--- src/rtl/ftdi_link_scheduler.sv ---
// +----------------------------------------------------------------------------+
// | Module      : ftdi_link_scheduler                                          |
// | Description : Time-shares the FTDI async-FIFO bus between host reads and   |
// |               host writes, schedules 1 KiB TX loads and handles flushes.   |
// | Revision    : 1.0  initial release                                         |
// +----------------------------------------------------------------------------+
`default_nettype none

module ftdi_link_scheduler #(
  parameter int          BURST_MAX   = 64,
  parameter logic [16:0] RD_HIGH     = 17'd126976,
  parameter logic [15:0] GAP_MAX     = 16'd256,
  parameter logic [15:0] STALL_MAX   = 16'd50000,
  parameter logic [11:0] LOAD_CYCLES = 12'd2100,
  parameter logic [17:0] TX_CAP      = 18'd131072,
  parameter int          GUARD       = 3
) (
  input  logic        clock,
  input  logic        reset,
  input  logic        enable,
  input  logic        flush_req,
  input  logic        pkt_commit,
  input  logic        ftdi_rd,
  input  logic        ftdi_wr,
  input  logic        rdq_full,
  input  logic [16:0] rd_qsize,
  output logic        rd_en,
  output logic        wr_en,
  output logic        load_1k,
  output logic        clear,
  output logic [17:0] tx_pending,
  output logic        busy,
  output logic        stall,
  output logic        overflow
);

  localparam logic [7:0]  c_BURST      = BURST_MAX[7:0];
  localparam logic [3:0]  c_GUARD      = GUARD[3:0];
  localparam logic [17:0] c_LOAD_LIMIT = TX_CAP - 18'd1024;

  typedef enum logic [2:0] {
    IDLE     = 3'd0,
    GRANT_RD = 3'd1,
    GRANT_WR = 3'd2,
    SWITCH   = 3'd3,
    FLUSH    = 3'd4
  } state_t;

  state_t      r_state;
  state_t      w_next;
  logic        r_last_rd;
  logic        r_rd_d;
  logic        r_wr_d;
  logic [7:0]  r_burst_ct;
  logic [15:0] r_gap_ct;
  logic [3:0]  r_guard_ct;
  logic [15:0] r_stall_ct;
  logic [11:0] r_timer;
  logic [17:0] r_tx;
  logic        r_pkt_pending;

  logic        w_rd_edge;
  logic        w_wr_edge;
  logic        w_own_edge;
  logic        w_rd_ok;
  logic        w_wr_ok;
  logic        w_stall_hit;
  logic        w_zap;
  logic        w_load;
  logic        w_enter_grant;
  logic [17:0] w_tx_up;
  logic [17:0] w_tx_next;

  assign tx_pending = r_tx;
  assign busy       = (r_state != IDLE) || (r_timer != 12'd0);

  always_comb begin
    w_rd_edge   = ftdi_rd & ~r_rd_d;
    w_wr_edge   = ftdi_wr & ~r_wr_d;
    w_own_edge  = (r_state == GRANT_RD) ? w_rd_edge : w_wr_edge;
    w_rd_ok     = !rdq_full && (rd_qsize < RD_HIGH);
    w_stall_hit = (r_stall_ct == STALL_MAX);
    // A stalled link is not re-offered the write side until a flush clears it.
    w_wr_ok     = (r_tx != 18'd0) && !stall;

    w_next = r_state;
    case (r_state)
      IDLE: begin
        if (enable) begin
          if (w_rd_ok && w_wr_ok) w_next = r_last_rd ? GRANT_WR : GRANT_RD;
          else if (w_rd_ok)       w_next = GRANT_RD;
          else if (w_wr_ok)       w_next = GRANT_WR;
        end
      end
      GRANT_RD: begin
        if (r_burst_ct == c_BURST || r_gap_ct == GAP_MAX || !enable || !w_rd_ok)
          w_next = SWITCH;
      end
      GRANT_WR: begin
        if (r_burst_ct == c_BURST || r_gap_ct == GAP_MAX || !enable || !w_wr_ok ||
            w_stall_hit)
          w_next = SWITCH;
      end
      SWITCH:  if (r_guard_ct == c_GUARD) w_next = IDLE;
      FLUSH:   w_next = IDLE;
      default: w_next = IDLE;
    endcase
    if (flush_req) w_next = FLUSH;

    w_enter_grant = (w_next != r_state) && (w_next == GRANT_RD || w_next == GRANT_WR);
    w_zap     = (w_next == FLUSH) || (r_state == FLUSH);
    w_load    = !w_zap && r_pkt_pending && (r_timer == 12'd0) && (r_tx <= c_LOAD_LIMIT);
    w_tx_up   = w_load ? (r_tx + 18'd1024) : r_tx;
    w_tx_next = (w_wr_edge && w_tx_up != 18'd0) ? (w_tx_up - 18'd1) : w_tx_up;
  end

  always_ff @(posedge clock or posedge reset) begin
    if (reset) begin
      r_state       <= IDLE;
      r_last_rd     <= 1'b0;
      r_rd_d        <= 1'b1;
      r_wr_d        <= 1'b1;
      r_burst_ct    <= 8'd0;
      r_gap_ct      <= 16'd0;
      r_guard_ct    <= 4'd0;
      r_stall_ct    <= 16'd0;
      r_timer       <= 12'd0;
      r_tx          <= 18'd0;
      r_pkt_pending <= 1'b0;
      rd_en         <= 1'b0;
      wr_en         <= 1'b0;
      load_1k       <= 1'b0;
      clear         <= 1'b0;
      stall         <= 1'b0;
      overflow      <= 1'b0;
    end else begin
      r_rd_d  <= ftdi_rd;
      r_wr_d  <= ftdi_wr;
      r_state <= w_next;
      rd_en   <= (w_next == GRANT_RD);
      wr_en   <= (w_next == GRANT_WR);
      clear   <= (w_next == FLUSH);
      load_1k <= w_load;

      if (w_enter_grant) begin
        r_burst_ct <= 8'd0;
        r_gap_ct   <= 16'd0;
        r_last_rd  <= (w_next == GRANT_RD);
      end else if (r_state == GRANT_RD || r_state == GRANT_WR) begin
        if (w_own_edge) begin
          r_burst_ct <= r_burst_ct + 8'd1;
          r_gap_ct   <= 16'd0;
        end else begin
          r_gap_ct   <= r_gap_ct + 16'd1;
        end
      end

      // Guard only accumulates while both strobes rest high inside SWITCH.
      if (r_state != SWITCH)         r_guard_ct <= 4'd0;
      else if (ftdi_rd && ftdi_wr)   r_guard_ct <= r_guard_ct + 4'd1;
      else                           r_guard_ct <= 4'd0;

      if (w_zap) begin
        r_tx          <= 18'd0;
        r_pkt_pending <= 1'b0;
        r_timer       <= 12'd0;
        r_stall_ct    <= 16'd0;
        stall         <= 1'b0;
        overflow      <= 1'b0;
      end else begin
        r_tx <= w_tx_next;

        if (w_load)                  r_timer <= LOAD_CYCLES;
        else if (r_timer != 12'd0)   r_timer <= r_timer - 12'd1;

        if (pkt_commit)              r_pkt_pending <= 1'b1;
        else if (w_load)             r_pkt_pending <= 1'b0;

        if (pkt_commit && r_pkt_pending && !w_load) overflow <= 1'b1;

        if (r_tx == 18'd0 || w_wr_edge) r_stall_ct <= 16'd0;
        else if (!w_stall_hit)          r_stall_ct <= r_stall_ct + 16'd1;

        if (w_stall_hit) stall <= 1'b1;
      end
    end
  end

endmodule

`default_nettype wire
--- config.mk ---
export PLATFORM = sky130hd
export DESIGN_NAME = ftdi_link_scheduler
export DESIGN_NICKNAME = d
export VERILOG_FILES = /design/src/rtl/ftdi_link_scheduler.sv
export SDC_FILE = /design/constraint.sdc
export NUM_CORES = 1
export LEC_CHECK = 0
export ABC_CLOCK_PERIOD_IN_PS = 3700
export BUFFER_PORTS_ARGS = -buffer_cell sky130_fd_sc_hd__clkbuf_2
export CAP_MARGIN = 10
export CORE_MARGIN = 3
export CORE_UTILIZATION = 30
export DETAILED_ROUTE_END_ITERATION = 10
export GPL_ROUTABILITY_DRIVEN = 0
export GPL_TIMING_DRIVEN = 0
export PLACE_DENSITY_LB_ADDON = 0.15
export SLEW_MARGIN = 10
export SYNTH_ARGS = -nofsm -noshare
export SYNTH_HDL_FRONTEND = slang
export SYNTH_SLANG_ARGS = --single-unit
--- constraint.sdc ---
create_clock -name clock -period 3.7 [get_ports clock]
set_input_delay 0.185 -clock clock [delete_from_list [all_inputs] [get_ports clock]]
set_output_delay 0.185 -clock clock [all_outputs]
set_load 0.02 [all_outputs]
## Word-level counts from Yosys, hierarchy flattened

Cells that the tools add are included.

- Register bits: 87
- Input bits: 25
- Output and inout port bits: 25
- Logic and storage cells: 121

- Add/sub/neg operators: 7
- $lt $le $gt $ge: 2
- Equality and inequality tests: 14
- Multiplexer cells: 35
- Bitwise gates (word level): 4
- Reduce and logical (&&, ||, !) cells: 42

Operator list:

| operator | count |
|---|---|
| 16-bit 2-to-1 mux | 6 |
| 18-bit 2-to-1 mux | 3 |
| 12-bit 2-to-1 mux | 3 |
| 18-bit nonzero test | 2 |
| 16-bit by 1-bit adder with 16-bit output, second input constant | 2 |
| 3-bit 2-to-1 mux | 8 |
| 8-bit 2-to-1 mux | 3 |
| 18-bit by 11-bit adder with 18-bit output, second input constant | 1 |
| 18-bit by 17-bit <= comparator with 1-bit output, second input constant | 1 |
| 18-bit zero test | 1 |
| 18-bit by 1-bit subtractor with 18-bit output, second input constant | 1 |
| 17-bit < comparator, second input constant | 1 |
| 16-bit equality test, second input constant | 1 |
| 16-bit by 9-bit equality test with 1-bit output, second input constant | 1 |
| 12-bit zero test | 1 |
| 3-bit one-hot mux with 4 select lines | 1 |
| 12-bit nonzero test | 1 |
| 12-bit by 1-bit subtractor with 12-bit output, second input constant | 1 |
| 1-bit logical AND | 11 |
| 1-bit logical OR | 10 |
| 3-bit by 2-bit equality test with 1-bit output, second input constant | 3 |
| 3-bit nonzero test | 3 |
| 8-bit by 1-bit adder with 8-bit output, second input constant | 1 |
| 8-bit by 7-bit equality test with 1-bit output, second input constant | 1 |
| 16 further kinds | 37 |

## Logic depth before layout (Yosys ltp)

Gate-level depths: netlist of run 1.

- Word-level depth: 19
- Mapped depth: 12
- Mapped depth without buffers: 10

## Worst setup path before layout of run 1

OpenSTA, ideal clock, no wires.

- Path type: reg2reg
- Start point: reg r_tx[0], in the netlist tx_pending[0]
- End point: reg r_tx[14], in the netlist tx_pending[14]
- Setup time: 132 ps
- Arrival: 2813 ps
- Data required time: 3568 ps
- Setup slack: 756 ps
- Cell stages (with the launch flop): 12
- Path buffers: 1
- Clock period less this slack: 2944 ps
- Cell sequence: dfrtp_1 inv_1 ha_1 nor4b_2 nand3b_2 a2111oi_4 mux2i_1 nand4bb_4 buf_6 nand4_1 xnor2_1 nor2_1

- Word-level cells in the longest chain between the ends: 19
- Elaborated cells on any way between the ends: 27
- Those cells by class: add/sub: 2; order compare: 1; eq/ne: 1; mux: 10; reduce/logical: 13

Ends and longest elaborated chain:

| what | line | text |
|---|---|---|
| from (decl) | 59 | `logic [17:0] r_tx;` |
| from (signal assigned) | 171 | `r_tx <= w_tx_next;` |
| branches (longest 18 deep; another with 18-bit nonzero test) | -- |  |
| 18-bit 2-to-1 mux (*) | 163 | `if (w_zap) begin` |

Every way passes the cells marked *.
A chain may end at the register's enable or synchronous reset.

## Worst setup path in the final report of run 1

Same ends and word-level chain as after synthesis.

==> results.ini, run 1 <==
[clock_network]
clk_latency_ns = 0.34
tritoncts = done
cts_inserted_buffers = 9
clkSlewWorstSetupHoldPaths_ns = 0.06
cts_root_buffer = clkbuf_16
cts_max_path_buffers = 2
h-tree-depth = 3
numClockSinks = 87

[finish]
final_cell_area_mm2 = 0.005952
fin_util = 0.3576
area_growth_pct = 16.08
final_nets = 649
seq_area_mm2 = 0.002180
nFillCells = 1702
diodes = 0
instances_no_fill = 838
multiInputGateArea_mm2 = 0.002755
drive_gt1_frac = 0.1392

[run_status]
outcome = completed

[timing]
rsz0062_at_grt = no
setup_tns_ns = 0
tightest_slew_ns = 0.6410
min_period_ns = 3.257
slew_viol_final = 0
fmaxAchievable_ghz = 0.3071
finalSetupViolCount = 0
hold_viol = 0
period_share = 0.8801
skew_ns = 0.006639
slew_headroom = 0.5708

[grt]
use_met1 = 0.1856
grt_usage = 0.1361
use_met3 = 0.03015
grt_overflow = 0
grt_max_degree = 55
antenna_found_initial = 0
grt_pass1_vias = 4021
busiest_layer = met2
grt_use_met2 = 0.2122
grt_pass1_wl_um = 20240

[synth]
synth.yosys.seq_area_share = 0.4251
synth-edff-count = 0
synthArstFlopShare = 1.000
synth_cell_types = 61
synth_top_area_frac = 0.4148
synth_area_leader_cell = dfrtp_1
syn_inst = 558
synth_ff_type = dfrtp_1
ys_top_cells_by_area = dfrtp_1, xor2_1, nor2_1, xnor2_1, nand3_1
yosys.cell_count.top_type = dfrtp_1
yosysWarnings = 0
synthesis.area_mm2 = 0.005127
synthTopCellsByCount = dfrtp_1, nor2_1, nand3_1
avgSynthCellArea_um2 = 9.189
syn-num-nets = 594
synth-seq-cells = 87

[critical_path]
rrSetupSlack_ns = 0.44
worst-path-max-fanout = 10
worstPathRequired_ns = 3.91
worstSetupEndpointType = flip-flop
arrival_ns = 3.47
worst_setup_path_start_kind = flip-flop
crit_type = flip-flop to flip-flop

[power_and_ir_drop]
leakage_nw = 2.563
p_clk_frac = 0.174
pwr-share-comb = 0.558
p_sw_mw = 2.257
power_density_mw_per_mm2 = 825.3
p_sw_frac = 0.4595
p_seq_frac = 0.269
vdd_drop_max_mv = 0.5434
internal-power_mw = 2.655
finalPower_mw = 4.912

[floorplanning]
core_mm2 = 0.01664
dieArea_mm2 = 0.01870
die_h_um = 136.7
ioPinCount = 50
die_w_um = 136.7
start_util = 0.3081
rows = 47

[detailed_routing]
vias_per_cell = 4.920
totalWireLength_um = 11870
drc = 0
drtAntennaViolNets = 0
first_pass_iters = 7
drtIter0Drc = 245
vias = 4123
wl_per_cell_um = 14.16

[hold_path]
min_path_type = primary input to flip-flop

[place]
dp_hpwl_um = 8613
dp.cells = 815
io_buffer_count = 36
dpl-instance-area_mm2 = 0.005613

[run]
drv_cap = 0

## area by class of cell
cell class | count | share of cell area
repair buffers | 44 | 0.04499
inverters | 25 | 0.01619
well taps | 220 | 0.04625
clock buffers | 10 | 0.04015
flip-flops and latches | 87 | 0.3662
clock inverters | 6 | 0.006096
multi-input cells | 423 | 0.4629
plain buffers | 23 | 0.01724
## cells by family (layout without fill, tap and decap cells)
group           count (synthesis)  after routing  synth area share
compound gates                 64             64           0.08883
xor+xnor                       59             59            0.1008
fa+ha+maj                      11             11           0.02684
buf+inv                        48            108           0.03831
flops                          87             87            0.4251
mux                            14             14           0.02757
simple gates                  275            275            0.2926
## layer usage
layer  share of wire  vias up
met3           0.035       15
li1                -     2057
met1            0.48     1990
met2            0.46       61
met5               0        -
met4           0.018        0
## cell usage in the layout, fill, tap and decap left out, drive strengths merged, types with 6 or more instances in the layout
cell type / instances
nor4: 6
xor2: 34
nor3: 22
ha: 11
nand4: 14
nand3b: 15
clkbuf: 63
buf: 11
and2: 8
nor2: 79
xnor2: 25
inv: 25
dfrtp: 85
and3: 11
nand2: 41
nand2b: 7
a21oi: 31
mux2i: 13
nand3: 42
## per-stage QoR
step / hold WS, ns / worst slack (ns)
finish: 0.09093 / 0.4434
global route: 0.1310 / 0.09751
CTS: 0.06564 / 0.1806
detailed placement: 0.2280 / 0.2284
global placement: 0.3140 / 0.006793
floorplan: 0.1895 / 0.7555
## critical path: stages (launching register included)
cell	delay, ns
dfrtp_1	0.42
inv_1	0.08
ha_1	0.22
nor4b_2	0.30
nand3b_2	0.26
a2111oi_2	0.60
mux2i_1	0.44
nand4bb_4	0.27
buf_6	0.16
nand4_1	0.13
xnor2_1	0.18
nor2_1	0.05
## path summary, 6_finish.rpt
kind                                              to                       from  depth (start not counted)
setup / recovery            tx_pending[14]$_DFF_PP0_  tx_pending[0]$_DFFE_PP0P_                         11
hold / removal             r_pkt_pending$_DFFE_PP0P_                 pkt_commit                          3
setup reg to reg            tx_pending[14]$_DFF_PP0_  tx_pending[0]$_DFFE_PP0P_                         11
hold reg to reg              r_guard_ct[0]$_DFF_PP0_    r_guard_ct[0]$_DFF_PP0_                          1
max in group asynchronous           r_wr_d$_DFF_PP1_                      reset                          4
min in group asynchronous    r_gap_ct[8]$_DFFE_PP0P_                      reset                          3
## what timing repair did
item	CTS	global route
hold buffers	3	0
setup buffers	0	4
endpoints found under the hold margin	35	0
gates resized for setup	0	1
setup endpoints to repair	0	12
## registers in the layout (all words and copies together) (netlist names), 3 cells and up
| name | cells |
|---|---|
| r_state | 3 |
| r_stall_ct | 16 |
| r_gap_ct | 16 |
| tx_pending | 18 |
| r_burst_ct | 8 |
| r_timer | 12 |
| r_guard_ct | 4 |
## power groups by stage
stage	Sequential, mW	Clock (mW)	Combinational, mW
2_1_floorplan	1.37	0	2.07
3_3_place_gp	1.33	0	2.73
3_5_place_dp	1.33	0	2.75
4_1_cts	1.32	0.895	2.77
5_1_grt	1.35	0.921	3.08
6_report	1.32	0.854	2.74
Note: power is estimated with default switching activity, not from simulation.
==> run 2, diff against run 1 <==
CTS_BUF_LIST = sky130_fd_sc_hd__clkbuf_4 sky130_fd_sc_hd__clkbuf_8 sky130_fd_sc_hd__clkbuf_16   (was default)
RECOVER_POWER = 25   (was default)
==> results.ini, run 2 (synthesis results as in run 1) <==
[timing]
tightest_slew_ns = 1.507
skew_ns = 0.006178
hold_viol = 0
slew_viol_final = 35
period_share = 0.8810
holdWs_ns = 0.09110
finalSetupViolCount = 0
min_period_ns = 3.260
fmaxAchievable_ghz = 0.3068
postLayoutSetupSlackWorst_ns = 0.4402
rsz0062_at_grt = no
slew_headroom = -0.01024
setup_tns_ns = 0

[detailed_routing]
drc = 0
vias_per_cell = 4.900
wl_per_cell_um = 14.18
drtAntennaViolNets = 0
vias = 4106
drtIter0Drc = 211
totalWireLength_um = 11880
first_pass_iters = 6

[clock_network]
cts_max_path_buffers = 2
clkSlewWorstSetupHoldPaths_ns = 0.06
tritoncts = done
h-tree-depth = 3
cts_inserted_buffers = 9
clk_latency_ns = 0.34
cts_root_buffer = clkbuf_16
numClockSinks = 87

[finish]
diodes = 0
drive_gt1_frac = 0.1214
fin_util = 0.3554
final_cell_mix = dfrtp_1, nor2_1, nand3_1
nFillCells = 1709
final_common_cell = dfrtp_1
final_cell_area_mm2 = 0.005914
area_growth_pct = 15.35
largest_reg_flops = 18
final_nets = 649

[grt]
grt_pass1_vias = 4021
grt_overflow = 0
antenna_found_initial = 0
grt_pass1_wl_um = 20240
grt_usage = 0.1361
grt_max_degree = 55

[power_and_ir_drop]
internal-power_mw = 2.647
p_clk_frac = 0.174
p_sw_frac = 0.4601
p_sw_mw = 2.256
p_seq_frac = 0.269
pwr-share-comb = 0.557
power_density_mw_per_mm2 = 829.1
leakage_nw = 2.513
vdd_drop_max_mv = 0.5437

[floorplanning]
core_mm2 = 0.01664
rows = 47
die_h_um = 136.7
dieArea_mm2 = 0.01870
start_util = 0.3081
ioPinCount = 50
die_w_um = 136.7

[place]
place_ws_ns = 0.2284
io_buffer_count = 36
dpl-instance-area_mm2 = 0.005613
dp_hpwl_um = 8613

[critical_path]
arrival_ns = 3.47
worst-path-max-fanout = 10
rrSetupSlack_ns = 0.44
worstSetupEndpointType = flip-flop
worstPathRequired_ns = 3.91
reg2regPathDepth = 11
crit_type = flip-flop to flip-flop
worst_setup_path_start_kind = flip-flop

[run_status]
violations = max-capacitance violations, max-slew violations
outcome = complete, but fails checks

[run]
drv_cap = 1

[hold_path]
min_path_type = primary input to flip-flop
min_path_cells = 3

[run 2: cell types whose count changed in the layout (fill, tap and decap cells not counted), sizes merged]
| cell | delta |
|---|---|
| clkinvlp | +1 |
| clkbuf | +1 |
| buf | -1 |
| inv | -1 |
[run 2: metrics by stage]
stage / total power [mW] / cells
2_1_floorplan: 3.446 / 558
3_3_place_gp: 4.061 / 814
3_5_place_dp: 4.081 / 815
4_1_cts: 4.986 / 834
5_1_grt: 5.340 / 838
6_report: 4.903 / 838
[run 2: cell type report]
type / count / area, um2 / area share
Buffer: 23 / 102.6 / 0.01735
Sequential cell: 87 / 2180 / 0.3685
Multi-Input combinational cell: 423 / 2755 / 0.4658
Inverter: 25 / 95.09 / 0.01608
Tap cell: 220 / 275.3 / 0.04654
Timing Repair Buffer: 44 / 231.5 / 0.03914
Clock buffer: 10 / 239.0 / 0.04041
Clock inverter: 6 / 36.28 / 0.006135
[run 2: metal layers]
| layer | up-vias | part of all wire | global-route usage |
|---|---|---|---|
| met5 | - | 0 | 0 |
| met4 | 0 | 0.018 | 0.04927 |
| met3 | 15 | 0.035 | 0.03015 |
| met2 | 65 | 0.46 | 0.2122 |
| met1 | 1969 | 0.49 | 0.1856 |
| li1 | 2057 | - | - |
[run 2: power groups by stage]
stage / sequential, mW / combinational, mW / clock (mW)
2_1_floorplan: 1.37 / 2.07 / 0
3_3_place_gp: 1.33 / 2.73 / 0
3_5_place_dp: 1.33 / 2.75 / 0
4_1_cts: 1.32 / 2.77 / 0.895
5_1_grt: 1.35 / 3.07 / 0.921
6_report: 1.32 / 2.73 / 0.855
[run 2: timing repair]
action,in CTS,in global routing
buffers inserted,0,4
hold buffers,3,0
setup endpoints to repair,0,12
hold endpoints to repair,35,0
resized for setup,0,1
[run 2: final timing paths]
kind | startpoint | end
setup / recovery | tx_pending[0]$_DFFE_PP0P_ | tx_pending[14]$_DFF_PP0_
hold / removal | pkt_commit | r_pkt_pending$_DFFE_PP0P_
setup reg to reg | tx_pending[0]$_DFFE_PP0P_ | tx_pending[14]$_DFF_PP0_
hold reg to reg | r_guard_ct[0]$_DFF_PP0_ | r_guard_ct[0]$_DFF_PP0_
max in group asynchronous | reset | tx_pending[13]$_DFF_PP0_
min in group asynchronous | reset | r_gap_ct[8]$_DFFE_PP0P_
[run 2: critical path, stage by stage, from the launching register on]
cell	delay (ns)
dfrtp_1	0.42
inv_1	0.08
ha_1	0.22
nor4b_2	0.30
nand3b_2	0.26
a2111oi_2	0.60
mux2i_1	0.45
nand4bb_4	0.27
buf_6	0.16
nand4_1	0.13
xnor2_1	0.18
nor2_1	0.05
